File: src/rtl/cnn_pkg.sv
// Shared constants and state encoding for the output feature-map writer.
package cnn_pkg;

    localparam int DEF_DATA_WIDTH = 8;
    localparam int DEF_H          = 96;
    localparam int DEF_W          = 96;
    localparam int DEF_F          = 3;

    localparam int DEF_OH = DEF_H - DEF_F + 1;
    localparam int DEF_OW = DEF_W - DEF_F + 1;
    localparam int DEF_N  = DEF_OW / 2;

    localparam int ADDR_W = 14;
    localparam int ROW_W  = 7;

    typedef enum logic [1:0] {
        S_IDLE  = 2'd0,
        S_WAIT  = 2'd1,
        S_WRITE = 2'd2,
        S_DONE  = 2'd3
    } state_t;

endpackage

File: src/rtl/half_row_serializer.sv
// Holds one captured half-row and steps through its elements one per cycle.
module half_row_serializer #(
    parameter int DATA_WIDTH = 8,
    parameter int N          = 47,
    parameter int CNT_W      = $clog2(N)
) (
    input  logic                  clk,
    input  logic                  rst,
    input  logic                  load,
    input  logic                  advance,
    input  logic [N*DATA_WIDTH-1:0] in_data,
    output logic [DATA_WIDTH-1:0] elem_data,
    output logic [CNT_W-1:0]      elem_idx,
    output logic                  last
);

    logic [DATA_WIDTH-1:0] cap_q [N];
    logic [CNT_W-1:0]      cnt_q;

    // Snapshot the whole half-row at the handshake so later in_data changes cannot leak in.
    always_ff @(posedge clk) begin
        if (rst) begin
            for (int i = 0; i < N; i++) cap_q[i] <= '0;
        end else if (load) begin
            for (int i = 0; i < N; i++) cap_q[i] <= in_data[i*DATA_WIDTH +: DATA_WIDTH];
        end
    end

    // Element pointer: cleared on capture, advanced once per write, wraps after the last element.
    always_ff @(posedge clk) begin
        if (rst) begin
            cnt_q <= '0;
        end else if (load) begin
            cnt_q <= '0;
        end else if (advance) begin
            cnt_q <= last ? '0 : cnt_q + 1'b1;
        end
    end

    assign last      = (cnt_q == CNT_W'(N - 1));
    assign elem_idx  = cnt_q;
    assign elem_data = cap_q[cnt_q];

endmodule

File: src/rtl/fmap_writer.sv
// Collects an output feature map half-row at a time and writes it element by element.
//
// state   | meaning
// S_IDLE  | waiting for start, no frame in progress
// S_WAIT  | ready for the next half-row from the conv units
// S_WRITE | streaming the captured half-row into memory, one element per cycle
// S_DONE  | single-cycle frame_done pulse, then back to idle
module fmap_writer
    import cnn_pkg::*;
#(
    parameter int DATA_WIDTH = DEF_DATA_WIDTH,
    parameter int H          = DEF_H,
    parameter int W          = DEF_W,
    parameter int F          = DEF_F
) (
    input  logic                                  clk,
    input  logic                                  rst,
    input  logic                                  start,
    input  logic                                  in_valid,
    output logic                                  in_ready,
    input  logic [((W-F+1)/2)*DATA_WIDTH-1:0]     in_data,
    output logic                                  mem_we,
    output logic [ADDR_W-1:0]                     mem_addr,
    output logic [DATA_WIDTH-1:0]                 mem_wdata,
    output logic                                  busy,
    output logic                                  frame_done,
    output logic [ROW_W-1:0]                      row_idx,
    output logic                                  half
);

    localparam int OH    = H - F + 1;
    localparam int OW    = W - F + 1;
    localparam int N     = OW / 2;
    localparam int CNT_W = $clog2(N);

    state_t                state_q, state_nx;
    logic [ROW_W-1:0]      row_q;
    logic                  half_q;
    logic                  load, advance, last, frame_end;
    logic [CNT_W-1:0]      elem_idx;
    logic [DATA_WIDTH-1:0] elem_data;
    logic [ADDR_W-1:0]     addr_calc;

    half_row_serializer #(
        .DATA_WIDTH (DATA_WIDTH),
        .N          (N),
        .CNT_W      (CNT_W)
    ) u_ser (
        .clk       (clk),
        .rst       (rst),
        .load      (load),
        .advance   (advance),
        .in_data   (in_data),
        .elem_data (elem_data),
        .elem_idx  (elem_idx),
        .last      (last)
    );

    assign frame_end = half_q && (row_q == ROW_W'(OH - 1));
    assign addr_calc = ADDR_W'(row_q) * ADDR_W'(OW)
                     + (half_q ? ADDR_W'(N) : '0)
                     + ADDR_W'(elem_idx);

    // State register.
    always_ff @(posedge clk) begin
        if (rst) state_q <= S_IDLE;
        else     state_q <= state_nx;
    end

    // Row / half position: restart on start, step after each half-row, clear when the frame ends.
    always_ff @(posedge clk) begin
        if (rst) begin
            row_q  <= '0;
            half_q <= 1'b0;
        end else begin
            case (state_q)
                S_IDLE: begin
                    if (start) begin
                        row_q  <= '0;
                        half_q <= 1'b0;
                    end
                end
                S_WRITE: begin
                    if (last && !frame_end) begin
                        half_q <= ~half_q;
                        if (half_q) row_q <= row_q + 1'b1;
                    end
                end
                S_DONE: begin
                    row_q  <= '0;
                    half_q <= 1'b0;
                end
                default: ;
            endcase
        end
    end

    // Next-state and control decode.
    always_comb begin
        state_nx   = state_q;
        in_ready   = 1'b0;
        mem_we     = 1'b0;
        frame_done = 1'b0;
        load       = 1'b0;
        advance    = 1'b0;
        case (state_q)
            S_IDLE: begin
                if (start) state_nx = S_WAIT;
            end
            S_WAIT: begin
                in_ready = 1'b1;
                if (in_valid) begin
                    load     = 1'b1;
                    state_nx = S_WRITE;
                end
            end
            S_WRITE: begin
                mem_we  = 1'b1;
                advance = 1'b1;
                if (last) state_nx = frame_end ? S_DONE : S_WAIT;
            end
            S_DONE: begin
                frame_done = 1'b1;
                state_nx   = S_IDLE;
            end
            default: state_nx = S_IDLE;
        endcase
    end

    assign busy      = (state_q != S_IDLE);
    assign mem_addr  = mem_we ? addr_calc : '0;
    assign mem_wdata = mem_we ? elem_data : '0;
    assign row_idx   = row_q;
    assign half      = half_q;

endmodule

File: config.mk
export PLATFORM = sky130hd
export DESIGN_NAME = fmap_writer
export DESIGN_NICKNAME = d
export VERILOG_FILES = /design/src/rtl/cnn_pkg.sv /design/src/rtl/half_row_serializer.sv /design/src/rtl/fmap_writer.sv
export SDC_FILE = /design/constraint.sdc
export NUM_CORES = 1
export LEC_CHECK = 0
export ABC_AREA = 1
export CAP_MARGIN = 10
export CORE_UTILIZATION = 53
export CTS_CLUSTER_SIZE = 20
export DETAILED_ROUTE_END_ITERATION = 10
export PLACE_DENSITY_LB_ADDON = 0.05
export SYNTH_ARGS = -nofsm -noshare
export SYNTH_HDL_FRONTEND = slang
export SYNTH_SLANG_ARGS = --single-unit
File: constraint.sdc
create_clock -name clk -period 13.8 [get_ports clk]
set_clock_uncertainty 0.1 [all_clocks]
set_input_delay 2.07 -clock clk [delete_from_list [all_inputs] [get_ports clk]]
set_output_delay 2.07 -clock clk [all_outputs]
set_load 0.02 [all_outputs]
==> results of run 1 <==
[kinds of logic after synthesis]
group,share of synthesized area
AO/OA/AOI/OAI,0.0343
XOR/XNOR,0.00461
adder cells (fa/ha/maj),0.0434
buffers and inverters,0.121
flip-flops,0.562
AND/OR/NAND/NOR,0.235
[critical path, cell delays in order (launching register included)]
cell,delay (ns)
sky130_fd_sc_hd__dfxtp_1,0.51
sky130_fd_sc_hd__inv_1,0.18
sky130_fd_sc_hd__fa_1,0.57
sky130_fd_sc_hd__inv_1,0.05
sky130_fd_sc_hd__ha_1,0.29
sky130_fd_sc_hd__fa_1,0.54
sky130_fd_sc_hd__fa_1,0.57
sky130_fd_sc_hd__fa_1,0.42
sky130_fd_sc_hd__ha_1,0.38
sky130_fd_sc_hd__nand2_1,0.07
sky130_fd_sc_hd__inv_1,0.05
sky130_fd_sc_hd__nand4_1,0.08
sky130_fd_sc_hd__nand3_1,0.15
sky130_fd_sc_hd__nand3_1,0.15
sky130_fd_sc_hd__nor2_2,0.19
sky130_fd_sc_hd__o21ai_0,0.10
sky130_fd_sc_hd__nor2_1,0.11
sky130_fd_sc_hd__clkdlybuf4s50_1,0.61
[power groups by stage]
stage | logic, W | registers (W) | clock network [W]
2_1_floorplan | 0.000386 | 0.00159 | 0
3_3_place_gp | 0.000595 | 0.00155 | 0
3_5_place_dp | 0.000604 | 0.00156 | 0
4_1_cts | 0.000608 | 0.00153 | 0.00118
5_1_grt | 0.000671 | 0.00155 | 0.00123
6_report | 0.000604 | 0.00153 | 0.00117
[worst max-delay path by stage]
stage	from	end	slack (ns)	depth (start not counted)
after global routing	row_idx[2]$_SDFFE_PP0P_	mem_addr[13]	5.60	17
after global placement	row_idx[4]$_SDFFE_PP0P_	mem_addr[10]	6.78	19
after CTS	row_idx[2]$_SDFFE_PP0P_	mem_addr[11]	5.99	17
after floorplan	rst	register	1.87	6
final	row_idx[2]$_SDFFE_PP0P_	mem_addr[11]	6.05	17
after detailed placement	row_idx[2]$_SDFFE_PP0P_	mem_addr[13]	6.59	17
[sequential cells by signal, indices dropped and copies added, names as in the netlist, named ones only]
register        flops
u_ser.elem_idx      6
u_ser.cap_q       376
row_idx             7
state_q             2
half                1
[area by class of cell]
cell class / instances / area, sq um
multi-input cells: 1402 / 6650
clock inverters: 25 / 267
clock buffers: 53 / 1160
well taps: 518 / 648
repair buffers: 426 / 4250
inverters: 472 / 1780
diodes: 3 / 7.51
flip-flops and latches: 398 / 11700
fillers: 3132 / 12200
[cells in the mapped netlist, drive strengths merged]
cell type	count
nor2	492
inv	472
nand2	420
edfxtp	376
nand3	275
buf	86
o21ai	69
ha	42
clkbuf	39
a21oi	29
dfxtp	22
fa	19
o211ai	15
o22ai	12
nand4	10
xor2	10
nor3	2
a21o	1
a31o	1
a31oi	1
o21bai	1
o41ai	1
or2	1
xnor2	1
[stage by stage]
step | cells | area [sq um] | setup WS [ns] | total power [W] | hold slack, ns
after floorplan | 2397 | 20900 | 1.87 | 0.00197 | 0.392
after global placement | 3216 | 25100 | 6.78 | 0.00215 | 0.457
after detailed placement | 3216 | 25100 | 6.59 | 0.00216 | 0.468
after CTS | 3294 | 26500 | 5.99 | 0.00333 | 0.482
after global routing | 3297 | 26500 | 5.60 | 0.00345 | 0.533
final | 3297 | 26500 | 6.05 | 0.00331 | 0.485
[routing by layer]
metal	global-route usage	vias to the layer above	part of all wire	wire, microns
met4	0.123	2	0.039	2210
met3	0.0407	111	0.073	4070
met1	0.378	7811	0.41	23100
li1	-	8223	-	-
met2	0.454	703	0.47	26500
met5	0	-	0.00018	10
==> results.md, run 1 <==
Power:
- The share of total power in sequential cells is 0.464.
- The internal portion of the total power is 0.00242 W.
- The leakage power is 12.0 nW.
- The power per cell area is 125 nW/um^2.
- The switching portion of total power is 0.269.
- VDD sags by at most 0.0720 mV.
- The net switching power of the design is 0.000891 W.
- Of the total power, the clock network draws 0.354.
- The power share of the combinational group is 0.183.

CTS:
- The total setup buffers inserted after CTS is 0.
- The hold buffer count at CTS is 0.
- The CTS buffer count is 42.
- The clock tree buffer depth is 3.
- The H-tree generated during clock tree synthesis spans 2 levels.
- Gates resized during post-CTS repair numbered 0.
- Clock-pin slew was measured on the worst setup and hold paths at 0.06 ns.
- The later pin in the worst-skew pair is clocked with a latency of 0.56 ns.
- The cell sitting at the root of the clock tree is a sky130_fd_sc_hd__clkbuf_16.
- For this design, the sink count on the clock tree is 398.
- TritonCTS built the clock tree.

Global routing:
- The via count of the first global-routing pass is 16600.
- The initial antenna violation count was 4.
- The first global-routing pass estimated 87900 microns of wire.
- The global-route congestion overflow total is 0.
- The maximum number of pins on one net before global-route repair is 220.
- The global-route usage over all layers is 0.280.

STA:
- Setup violations remaining at the end of the flow were counted as 0.
- At the pin with the least slew margin, the transition time is 1.13 ns.
- The shortest period the worst path allows is 7.75 ns.
- The final-report max-slew violation count was 0.
- The sum of negative setup slack is 0 ns.
- Of the available clock period, the critical path in the final layout requires 0.562.
- The count of endpoints failing hold in the final timing report is 0.
- Setup repair after global routing left no endpoint under its margin.
- The worst slew margin relative to its limit is 0.245.
- Timing would allow up to 0.129 GHz.

Drt:
- Once detail routing completed, the nets flagged for antenna violations numbered 0.
- The remaining design rule violation count is 0.
- The first detailed-routing pass took 5 iterations.
- The average routed wire per standard cell is 16.9 microns.
- The detailed router finished its first iteration with 1590 violations.
- The routed layout has 16900 vias.
- The via density per instance is 5.11.
- The final layout contains routed wiring with a total length of 55900 microns.

Synthesis:
- The net count after synthesis is 2838.
- For this run, the register share of the synthesized area comes to 0.562.
- The synthesized design contains 398 register bits.
- Dividing the synthesized area by the synthesized cell count gives 8.71 sq um.
- The post-synthesis instance total is 2397.
- The proportion of netlist area held by the largest area contributor is 0.541.
- The netlist area before placement is 20900 sq um.
- For this run, the number of Yosys warnings is 0.
- Yosys mapped the design onto 36 distinct sky130hd cell types.
- The biggest area contributor in the post-synthesis netlist is sky130_fd_sc_hd__edfxtp_1.
- By area the synthesized netlist is led by sky130_fd_sc_hd__edfxtp_1 54%, sky130_fd_sc_hd__nor2_1 8.8%, sky130_fd_sc_hd__inv_1 8.4%, sky130_fd_sc_hd__nand2_1 7.5%, sky130_fd_sc_hd__nand3_1 6.6%.

Finish:
- In the final layout, the share of cells above drive strength 1 is 0.0335.
- The area overhead of the layout relative to synthesis is 26.9%.
- The library cells used most frequently in the layout, excluding fill and tap cells, are 489 x sky130_fd_sc_hd__nor2_1, 468 x sky130_fd_sc_hd__inv_1, 416 x sky130_fd_sc_hd__nand2_1.
- The most common library cell in the layout ignoring fill and taps is sky130_fd_sc_hd__nor2_1.
- The final net count is 3183.
- Once layout is complete, the utilization of the core stands at 0.684.

Floorplanning:
- The die is 200 microns tall.
- The total core area is 38700 sq um.
- The die is 200 microns wide.
- The row count is 72.
- The area of the die is 40200 sq um.
- The starting utilization of the core area is 0.539.
- The I/O pin count is 414.

Critical path:
- At the worst endpoint, the required time is 11.63 ns.
- The number of cells on the worst reg-to-reg path is 6.
- The critical setup path kind is reg -> out.
- The critical-path maximum fanout is 8.
- The startpoint type of the worst setup path is a register.
- The kind of capture point of the worst setup path is a primary output.
- Data arrives at the worst endpoint at 5.58 ns.
- The endpoint of the worst-slack reg-to-reg timing path is u_ser.cap_q[24][1]$_SDFFCE_PN0P_.
- The slack of the worst reg-to-reg path is 10.21 ns.
- In this run the critical register-to-register path is launched from state_q[0]$_SDFFE_PP0P_.

Worst hold path:
- The startpoint identified for the worst hold timing path is u_ser.elem_idx[0]$_SDFFE_PP0P_.
- The worst min-delay path category is reg -> reg.
- The worst hold path was traced through 2 stages.

Flow run:
- The number of max-capacitance violations reported is 0.

Placed design:
- Routability-driven placement finished with a final weighted congestion of 0.879.
- Port buffering added 413 buffers.
- The HPWL after detailed placement is 37100 microns.

Status:
- The run finished with clean final reports.
Note: power is estimated with default switching activity, not from simulation.
==> inputs of run 2 (changes only) <==
==> constraint.sdc (replaced) <==
create_clock -name clk -period 7.4 [get_ports clk]
set_clock_uncertainty 0.1 [all_clocks]
set_input_delay 1.11 -clock clk [delete_from_list [all_inputs] [get_ports clk]]
set_output_delay 1.11 -clock clk [all_outputs]
set_load 0.02 [all_outputs]
==> run 2 against run 1 <==
  * Sequential share of layout area is 0.33 points higher
  * Combinational power up 87%
  * Non-clock buffer count increased by 1
  * Via count down 0.25%
  * Cell area decreased by 0.73%
  * Core utilization fell by 0.50 points
  * Sequential cell count unchanged
  * Routed wire length down 1.1%
  * Highest routed layer is now met4
  * Worst hold slack improved by 0.017 ns
==> results.md, run 2 (same netlist as run 1, synthesis figures left out) <==
CTS:
- The CTS clock-pin slew for the worst setup and hold paths is 0.06 ns (about the same).
- The CTS buffer count is 41 (-2.4%).
- The number of sinks driven by the clock tree is 398 (unchanged).
- The clock latency reported for the late side of the worst-skew pair is 0.53 ns (-0.03 ns).
- The number of H-tree levels is 2 (unchanged).
- The hold buffer count at CTS is 0 (unchanged).
- The number of resized instances in the post-cts repair step is 0 (unchanged).
- The total setup buffers inserted after CTS came to 0 (unchanged).
- The buffer cell driving the clock tree root is sky130_fd_sc_hd__clkbuf_16.
- TritonCTS built the clock tree.
- The clock tree buffer depth came to 3 (unchanged).

Worst hold path:
- The number of cells on the worst hold path is 2 (unchanged).
- The worst hold path startpoint is u_ser.elem_idx[0]$_SDFFE_PP0P_.
- The worst min-delay path category is reg -> reg.

Finish:
- Counting flops per register, the top entry is u_ser.cap_q.
- The final net count is 3183 (unchanged).
- The area of all sequential standard cells is 11700 sq um (unchanged).
- The area used by multi-input combinational logic is 6660 sq um (+0.13%).
- The number of flip-flops in the largest register is 376 (unchanged).
- The post-layout instance count excluding filler cells was 3291 (-0.18%).
- Leaving out fill and tap cells, the most frequent cell in the layout is sky130_fd_sc_hd__nor2_1.
- The number of filler instances in the final layout was 3149 (+0.54%).
- The area overhead of the layout relative to synthesis is 26.0%.
- The fraction of layout instances using a drive strength above 1 is 0.0296 (-0.00389).
- Leaving out fill and tap cells, the most frequent cells in the layout are 489 x sky130_fd_sc_hd__nor2_1, 468 x sky130_fd_sc_hd__inv_1, 416 x sky130_fd_sc_hd__nand2_1.

Power:
- The highest ir drop seen on vdd is 0.154 mV (+110%).
- The power per cell area came to 223 nW/um^2 (+79%).
- The overall power consumption is 0.00587 W (+77%).
- The leakage power is 11.9 nW (-0.86%).

Critical path:
- The critical path goes through inv_1 -> fa_1 -> inv_1 -> ha_1 -> fa_1 -> fa_1 -> fa_1 -> ha_1 -> nand2_1 -> nor2_1 -> nand2_1 -> nand3_1 -> nand3_1 -> nand2_2 -> nand2_1 -> o21ai_1 -> inv_1 -> nor2_1 -> clkdlybuf4s50_1.
- The critical path startpoint is row_idx[3]$_SDFFE_PP0P_.
- The library cell appearing most often on the critical path is sky130_fd_sc_hd__fa_1.
- The worst reg-to-reg path cell count was 5 (-1).
- The critical-path maximum fanout is 9 (+1).
- The slowest stage of the critical path is the sky130_fd_sc_hd__clkdlybuf4s50_1 cell.
- The critical setup path kind is reg -> out.
- The largest stage delay on the critical path is 0.61 ns (about the same).
- The critical path arrival came to 5.54 ns (-0.04 ns).
- The top cell family by delay on the critical path is adder cells.
- The worst register-to-register path begins at state_q[0]$_SDFFE_PP0P_.
- The number of cells on the critical path is 19 (+2).
- The startpoint type of the worst setup path is a register.
- The required time reported for the critical path endpoint is 6.19 ns (-5.44 ns).
- STA classifies the critical path endpoint as a primary output.
- The sum of buffers and inverters on the critical path is 4 (unchanged).

Global routing:
- The global-route congestion overflow total is 0 (unchanged).
- The maximum number of pins on one net before global-route repair was 175 (-20%).
- The via count of the first global-routing pass is 16500 (-0.47%).
- The global-route usage over all layers is 0.273 (-0.00736).
- The global-route wire length before repair is 86100 microns (-2.1%).
- The initial antenna violation count is 4 (unchanged).

Floorplanning:
- The row count is 72 (unchanged).
- The area of the die is 40200 sq um (unchanged).
- The I/O pin count is 414 (unchanged).
- The horizontal die dimension is 200 microns (unchanged).
- The total core area is 38700 sq um (unchanged).
- The starting utilization of the core area was 0.539 (unchanged).
- The vertical die dimension is 200 microns (unchanged).

Status:
- The run finished with clean final reports.

Drt:
- The average routed wire per standard cell came to 16.8 microns (-0.87%).
- The total length of routed wires is 55300 microns (-1.1%).
- The number of routed nets with antenna violations was 0 (unchanged).
- The via density per instance came to 5.11 (about the same).
- The remaining design rule violation count came to 0 (unchanged).
- The routed via count came to 16800 (-0.25%).
- The initial detailed-routing violation count is 1383 (-13%).
- The first-pass iteration count of the detailed router is 5 (unchanged).

Placed design:
- The post-placement cell count is 3217 (+0.031%).
- The final HPWL from detailed placement was 37000 microns (-0.19%).
- The weighted congestion reported at the end of routability-driven placement was 0.874 (-0.49%).
- The number of input and output port buffers inserted was 413 (unchanged).
- The post-placement worst setup slack came to 1.20 ns (-5.39 ns).

Flow run:
- The number of max-capacitance violations reported was 0 (unchanged).

STA:
- For the finished layout, the period the worst path requires is 6.75 ns.
- The sum of negative setup slack is 0 ns (unchanged).
- The slew at the pin closest to its max-slew limit is 1.11 ns (-0.0200 ns).
- The count of endpoints failing hold in the final timing report is 0 (unchanged).
- The highest clock frequency the design can meet is 0.148 GHz.
- The setup slack of the critical path after layout is 0.652 ns (-5.39 ns).
- The worst slew margin relative to its limit was 0.259 (+0.0136).
- Setup repair after global routing left no endpoint under its margin.
- In the finished design, the share of the clock period the worst path needs comes to 0.912.
- The final-report max-slew violation count is 0 (unchanged).
- The count of final setup violators is 0 (unchanged).
## run 2: cell types whose count changed in the layout (fill, tap and decap cells not counted), moves of 2 or more
cell                        delta
sky130_fd_sc_hd__clkinv_2      -5
sky130_fd_sc_hd__clkbuf_1      +6
sky130_fd_sc_hd__clkbuf_16     -2
sky130_fd_sc_hd__bufinv_16     -6
sky130_fd_sc_hd__clkinv_1      -2
## run 2: path summary, 6_finish.rpt
check                                      to  slack (ns)
max                              mem_addr[10]        0.65
min reg2reg                          register        0.50
min                                  register        0.50
max reg2reg  u_ser.cap_q[17][0]$_SDFFCE_PN0P_        4.74
## run 2: worst reg2reg max path: cells and delay by family (launching register included)
family	cells	cell delay [ns]
flops	1	0.34
simple gates	3	0.81
buf+inv	2	0.71
## run 2: layout make-up
| class | count | share of cell area |
|---|---|---|
| flip-flops and latches | 398 | 0.446 |
| clock inverters | 12 | 0.00209 |
| repair buffers | 427 | 0.162 |
| multi-input cells | 1402 | 0.253 |
| well taps | 518 | 0.0246 |
| inverters | 472 | 0.0676 |
| diodes | 4 | 0.000380 |
| clock buffers | 58 | 0.0434 |
## run 2: stage by stage
step / util / instance area, sq um / hold slack (ns)
after floorplan: - / 20900 / 0.392
after global placement: 0.648 / 25100 / 0.460
after detailed placement: 0.648 / 25100 / 0.483
after CTS: 0.679 / 26300 / 0.497
after global routing: 0.679 / 26300 / 0.529
final: 0.679 / 26300 / 0.502
## run 2: routing by layer
metal,wire [microns],up-vias,GRT usage
met5,0,-,0
met4,1980,0,0.110
met3,3930,105,0.0354
met2,26500,643,0.452
met1,22900,7847,0.366
li1,-,8213,-
## run 2: power by group
group | internal (W) | leakage, nW | total [W] | switching (W)
clock | 0.00107 | 0.585 | 0.00188 | 0.000814
combinational | 0.000431 | 7.25 | 0.00113 | 0.000702
sequential | 0.00277 | 4.09 | 0.00285 | 0.0000886
